### config.mk
export PLATFORM = sky130hd
export DESIGN_NAME = kmerge_mul_pipe
export DESIGN_NICKNAME = d
export VERILOG_FILES = /design/src/rtl/kmerge_mul_pkg.sv /design/src/rtl/kmerge_mul_sat.sv /design/src/rtl/kmerge_mul_pipe.sv
export SDC_FILE = /design/constraint.sdc
export NUM_CORES = 1
export LEC_CHECK = 0
export BUFFER_PORTS_ARGS = -buffer_cell sky130_fd_sc_hd__buf_4
export CORE_MARGIN = 8
export CORE_UTILIZATION = 25
export CTS_BUF_LIST = sky130_fd_sc_hd__clkbuf_16
export DETAILED_ROUTE_END_ITERATION = 10
export HOLD_SLACK_MARGIN = 0.15
export REMOVE_ABC_BUFFERS = 1
export SETUP_SLACK_MARGIN = 0.15
export SKIP_LAST_GASP = 1
export SLEW_MARGIN = 25
export SYNTH_ARGS = -nofsm -noshare
export SYNTH_HDL_FRONTEND = slang
export SYNTH_SLANG_ARGS = --single-unit
export TNS_END_PERCENT = 1
### constraint.sdc
create_clock -name clk -period 9.15 [get_ports clk]
set_clock_uncertainty 0.05 [all_clocks]
set_input_delay 1.3725 -clock clk [delete_from_list [all_inputs] [get_ports clk]]
set_output_delay 1.3725 -clock clk [all_outputs]
set_load 0.02 [all_outputs]
### src/rtl/kmerge_mul_pkg.sv
// Shared constants for the kmerge signed x unsigned multiply pipeline:
// saturation-mode encodings and the legal pipeline depth limits.
package kmerge_mul_pkg;

   // Result handling when the full product does not fit in P_W bits.
   typedef enum logic {
      MODE_WRAP = 1'b0,
      MODE_SAT  = 1'b1
   } sat_mode_e;

   localparam int SAT_MODE_WRAP = 0;
   localparam int SAT_MODE_SAT  = 1;

   // Pipeline depth limits (input-to-output latency in cycles).
   localparam int NUM_STAGE_MIN = 2;
   localparam int NUM_STAGE_MAX = 8;

endpackage

### src/rtl/kmerge_mul_sat.sv
// Range check, clamp and overflow flag for the full-width product.
// Purely combinational; sits in front of the output register.
module kmerge_mul_sat
   import kmerge_mul_pkg::*;
#(
   parameter int FULL_W   = 36,
   parameter int P_W      = 18,
   parameter int SAT_MODE = SAT_MODE_WRAP
) (
   input  logic signed [FULL_W-1:0] prod_i,
   output logic signed [P_W-1:0]    dout_o,
   output logic                     ovf_o
);

   // The product fits in signed P_W when every bit from P_W-1 upward is a
   // copy of the sign bit.
   localparam int HI_W = FULL_W - P_W + 1;

   logic [HI_W-1:0] hi_s;
   logic            fits_s;

   assign hi_s   = prod_i[FULL_W-1:P_W-1];
   assign fits_s = (&hi_s) | ~(|hi_s);

   // Keep the low bits when in range or wrapping; otherwise clamp by sign.
   always_comb begin
      ovf_o = ~fits_s;
      if (fits_s || (SAT_MODE != SAT_MODE_SAT)) begin
         dout_o = prod_i[P_W-1:0];
      end else if (prod_i[FULL_W-1]) begin
         dout_o = {1'b1, {(P_W-1){1'b0}}};
      end else begin
         dout_o = {1'b0, {(P_W-1){1'b1}}};
      end
   end

endmodule

### src/rtl/kmerge_mul_pipe.sv
// Pipelined signed x unsigned multiplier with valid/ready flow control.
// Stage 1 registers operands, stage 2 holds the raw product (DSP-friendly),
// middle stages delay the product, the last stage registers the clamped result.
// The whole pipe advances together whenever the output is empty or taken.
module kmerge_mul_pipe
   import kmerge_mul_pkg::*;
#(
   parameter int A_W       = 18,
   parameter int B_W       = 17,
   parameter int P_W       = 18,
   parameter int NUM_STAGE = 4,
   parameter int SAT_MODE  = SAT_MODE_WRAP
) (
   input  logic                  clk,
   input  logic                  reset,
   input  logic                  in_valid,
   output logic                  in_ready,
   input  logic [A_W-1:0]        din0,
   input  logic [B_W-1:0]        din1,
   output logic                  out_valid,
   input  logic                  out_ready,
   output logic signed [P_W-1:0] dout,
   output logic                  ovf,
   output logic [3:0]            inflight
);

   localparam int FULL_W = A_W + B_W + 1;
   localparam int STAGES = (NUM_STAGE < NUM_STAGE_MIN) ? NUM_STAGE_MIN :
                           (NUM_STAGE > NUM_STAGE_MAX) ? NUM_STAGE_MAX : NUM_STAGE;

   logic                     advance_s;
   logic                     accept_s;
   logic                     deliver_s;
   logic [STAGES-1:0]        vld_q;
   logic [A_W-1:0]           a_q;
   logic [B_W-1:0]           b_q;
   logic signed [FULL_W-1:0] a_ext_s;
   logic signed [FULL_W-1:0] b_ext_s;
   logic signed [FULL_W-1:0] mult_s;
   logic signed [FULL_W-1:0] sat_in_s;
   logic signed [P_W-1:0]    sat_dout_s;
   logic                     sat_ovf_s;
   logic signed [P_W-1:0]    dout_q;
   logic                     ovf_q;
   logic [3:0]               inflight_q;
   logic [3:0]               inflight_d;

   assign advance_s = ~vld_q[STAGES-1] | out_ready;
   assign accept_s  = in_valid & advance_s;
   assign deliver_s = vld_q[STAGES-1] & out_ready;

   assign in_ready  = advance_s;
   assign out_valid = vld_q[STAGES-1];
   assign dout      = dout_q;
   assign ovf       = ovf_q;
   assign inflight  = inflight_q;

   // Valid bits shift with the data; reset drops everything in flight.
   always_ff @(posedge clk) begin
      if (reset) begin
         vld_q <= '0;
      end else if (advance_s) begin
         vld_q <= {vld_q[STAGES-2:0], in_valid};
      end
   end

   // Stage 1: operand registers (DSP input registers, no reset needed).
   always_ff @(posedge clk) begin
      if (advance_s) begin
         a_q <= din0;
         b_q <= din1;
      end
   end

   // din0 is sign-extended, din1 zero-extended; FULL_W holds the exact product.
   assign a_ext_s = {{(FULL_W-A_W){a_q[A_W-1]}}, a_q};
   assign b_ext_s = {{(FULL_W-B_W){1'b0}}, b_q};
   assign mult_s  = a_ext_s * b_ext_s;

   generate
      if (STAGES > 2) begin : g_prod
         logic signed [FULL_W-1:0] prod_q [STAGES-2];

         // Stage 2 captures the product; further stages are plain delay.
         always_ff @(posedge clk) begin
            if (advance_s) begin
               prod_q[0] <= mult_s;
               for (int i = 1; i < STAGES - 2; i++) begin
                  prod_q[i] <= prod_q[i-1];
               end
            end
         end

         assign sat_in_s = prod_q[STAGES-3];
      end else begin : g_noprod
         assign sat_in_s = mult_s;
      end
   endgenerate

   kmerge_mul_sat #(
      .FULL_W   (FULL_W),
      .P_W      (P_W),
      .SAT_MODE (SAT_MODE)
   ) u_sat (
      .prod_i (sat_in_s),
      .dout_o (sat_dout_s),
      .ovf_o  (sat_ovf_s)
   );

   // Output stage: registered result and overflow flag, held while stalled.
   always_ff @(posedge clk) begin
      if (reset) begin
         dout_q <= '0;
         ovf_q  <= 1'b0;
      end else if (advance_s) begin
         dout_q <= sat_dout_s;
         ovf_q  <= sat_ovf_s;
      end
   end

   // Occupancy: +1 on accept only, -1 on deliver only.
   always_comb begin
      inflight_d = inflight_q;
      case ({accept_s, deliver_s})
         2'b10:   inflight_d = inflight_q + 4'd1;
         2'b01:   inflight_d = inflight_q - 4'd1;
         default: inflight_d = inflight_q;
      endcase
   end

   // Occupancy register.
   always_ff @(posedge clk) begin
      if (reset) begin
         inflight_q <= 4'd0;
      end else begin
         inflight_q <= inflight_d;
      end
   end

endmodule

==> summary.txt <==
Run status
  – Status: completed

Clock tree
  – CTS tree: done
  – Clk buf depth: 2
  – Worst skew pair latency: 0.45 ns
  – Post-CTS Hold Fix Bufs: 0
  – CTS root buf: clkbuf_16
  – Cts bufs inserted: 17
  – Cts repair resizes: 0
  – Clk slew on worst S/H paths: around 0.070 ns
  – CTS H-Tree Depth: 4
  – CTS sink cnt: between 100 and 150
  – Setup bufs post-CTS: 0

Drt
  – WL met1: around 16,000 um
  – Vias per inst: 4.19
  – DR WL met3: approximately 1500 um
  – Post-route ant nets: 0
  – WL per Instance: between 10 and 15 um
  – DRT Pass-1 Iters: 5
  – WL met2: roughly 18,000 um
  – Top sig layer: met4
  – Final wirelength: 35,900 um
  – Initial drt markers: between 500 and 600
  – DRC: 0
  – Total number of vias: about 10,000

GRT
  – All-Layer GR Usage: 0.105
  – Initial antenna violation count: 1
  – First-pass GRT wire length: 59,900 um
  – Vias in the first global route: 11,800
  – Total gr overflow: 0
  – Largest net degree at the start of global routing: 70

Yosys
  – Top cell type's share of synthesized area: 0.394
  – Asr flop ratio synth: 0
  – Cell variety after synth: 44
  – Synth Area per Inst: around 10 um^2
  – Area leader, netlist: fa_1
  – Cells after synthesis: between 1,500 and 2,000
  – Synth warn: 0
  – Synthesized flop and latch total: 134
  – Sequential share of the synthesized area: 0.237
  – Synth area leaders: fa_1 39%, edfxtp_1 20%, inv_1 8.9%
  – EDFF count, synth: approximately 110
  – Synth Flop Type: edfxtp_1
  – Post-Syn Area: between 15,000 and 20,000 um^2

Timing
  – Fin worst setup slack: approximately 2.5 ns
  – Worst slew pin tran: 0.978 ns
  – Slew Viols, Final: 0
  – RSZ-0062 raised after global routing: false
  – Post-route setup TNS: 0 ns
  – Final period util: 0.725
  – Fmax: ~150 MHz
  – Worst slew margin: 0.348
  – Final setup fails: 0
  – Fin. Hold Viols: 0
  – Final Critical Period: about 6.6 ns

Final layout
  – Area of the multi-input gates: 10,500 um^2
  – Final-layout fill cell count: approximately 6,600
  – Layout Nets: about 2,000
  – Antenna diode count: 0
  – Layout Utilization: 0.283
  – Register Area: approximately 3800 um^2
  – Area Overhead vs Synth: 12.3%
  – Share of cells above drive strength 1: 0.0655

Die
  – IO Pins: 64
  – Row count: roughly 90
  – Placeable Area: 62,900 um^2
  – Die area: approximately 72,000 um^2
  – Die width: around 270 um
  – Die H: between 200 and 300 um
  – Initial Util: 0.252

Setup path
  – CP endpoint kind: flip-flop
  – Startpoint Class: flip-flop
  – Max incr delay on CP: roughly 0.98 ns
  – Worst path required time: between 9 and 10 ns
  – Worst setup path class: reg2reg
  – Largest fanout on the critical path: 18
  – Crit-path cells: nand2_1, fa_1, inv_1, fa_1, inv_1, fa_1, inv_1, fa_1, fa_1, inv_1, fa_1, inv_1, ha_1, o21ai_1, a21oi_2, o21ai_1, a31oi_2, o41ai_2, o31a_1, o21ai_1, xor2_1
  – WP data arrival: approximately 6.8 ns
  – Largest delay share family, worst path: adder cells
  – CP most frequent cell: fa_1
  – Slowest-stage cell, CP: edfxtp_1
  – CP Buf/Inv Count: 5

Run
  – MaxCap Viol Count: 0

Hold path
  – Hold Path Class: reg2reg

Placement
  – Setup WS pre-CTS: roughly 2.5 ns
  – Dpl hpwl: 29,300 um
  – Gpl congestion: 0.837
  – IO Port Bufs: 63
-- cells in the final DEF, fill, tap and decap left out, drive strengths merged, types with 2 or more instances in the layout --
cell type  Yosys  final
nor2          21     21
or2            2      2
clkinvlp       0      2
xor2          10     10
bufinv         0      2
nand3          7      7
o21ai         17     17
inv          374    381
a21oi         57     57
clkbuf        50     17
ha            93     93
o21a           2      2
edfxtp       107    107
dfxtp         27     27
o21bai         2      2
nand4         10     10
o211ai         5      5
nor2b          3      3
nor4           5      5
o41ai          2      2
a21o          16     16
nand2        223    223
clkinv         0      4
xnor2         31     31
a211oi         2      2
nor3           4      4
buf            3     65
and2         143    143
o2111ai        2      2
fa           312    312
a31oi          3      3
-- path summary, 6_finish.rpt --
check	startpoint	endpoint	slack, ns	depth (start not counted)
setup / recovery	b_q[10]$_DFFE_PN_	g_prod.prod_q[0][34]$_DFFE_PN_	2.51	21
hold / removal	g_prod.prod_q[0][26]$_DFFE_PN_	g_prod.prod_q[0][62]$_DFFE_PN_	0.37	0
setup reg to reg	b_q[10]$_DFFE_PN_	g_prod.prod_q[0][34]$_DFFE_PN_	2.51	21
hold reg to reg	g_prod.prod_q[0][26]$_DFFE_PN_	g_prod.prod_q[0][62]$_DFFE_PN_	0.37	0
-- cell usage after synthesis, types with 16 or more instances --
cell type  number
clkbuf_1       50
fa_1          312
and2_1        143
nand2_1       223
inv_1         374
xnor2_1        31
dfxtp_1        27
ha_1           93
a21oi_1        55
a21o_1         16
nor2_1         21
edfxtp_1      107
-- logic make-up after synthesis --
| logic type | count (synthesis) | synth area share |
|---|---|---|
| buffers and inverters | 427 | 0.101 |
| AND/OR/NAND/NOR | 422 | 0.127 |
| adder cells (fa/ha/maj) | 405 | 0.467 |
| flip-flops | 134 | 0.237 |
| AO/OA/AOI/OAI | 114 | 0.0448 |
| XOR/XNOR | 41 | 0.0227 |
-- per-stage QoR --
step,area [um^2],hold WS (ns),cells
floorplan,15700,0.350,1490
global placement,17200,0.355,2401
detailed placement,17200,0.355,2401
CTS,17800,0.363,2433
global route,17800,0.373,2433
finish,17800,0.365,2433
-- area by class of cell --
type / count / area share
clock buffer: 17 / 0.0239
inverter: 374 / 0.0792
sequential: 134 / 0.211
multi-input combinational: 982 / 0.590
tap: 846 / 0.0595
timing repair buffer: 65 / 0.0274
clock inverter: 15 / 0.00921
-- registers in the layout, indices dropped and copies added, names as in the netlist --
name	cells
inflight	4
g_prod.prod_q	72
b_q	17
a_q	18
ovf	1
vld_q	4
dout	18
-- worst reg2reg max path, delay by kind of cell, from the launching register on --
family | cells | cell delay, ns
buffers and inverters | 5 | 0.26
and+or+nand+nor | 1 | 0.20
DFF | 1 | 0.98
AOI/OAI and AO/OA | 7 | 1.41
xor gates and xnor gates | 1 | 0.15
adders and majority gates | 7 | 3.36
-- per-layer routing --
layer  GRT usage  vias up
met4      0.0314        0
met3      0.0195       49
met5           0        -
met1       0.128     5263
met2       0.187      202
li1            -     4684
Power is left out: the tool's default activity adds up to more than one toggle a clock period on the data nets, which glitch-free logic cannot reach.
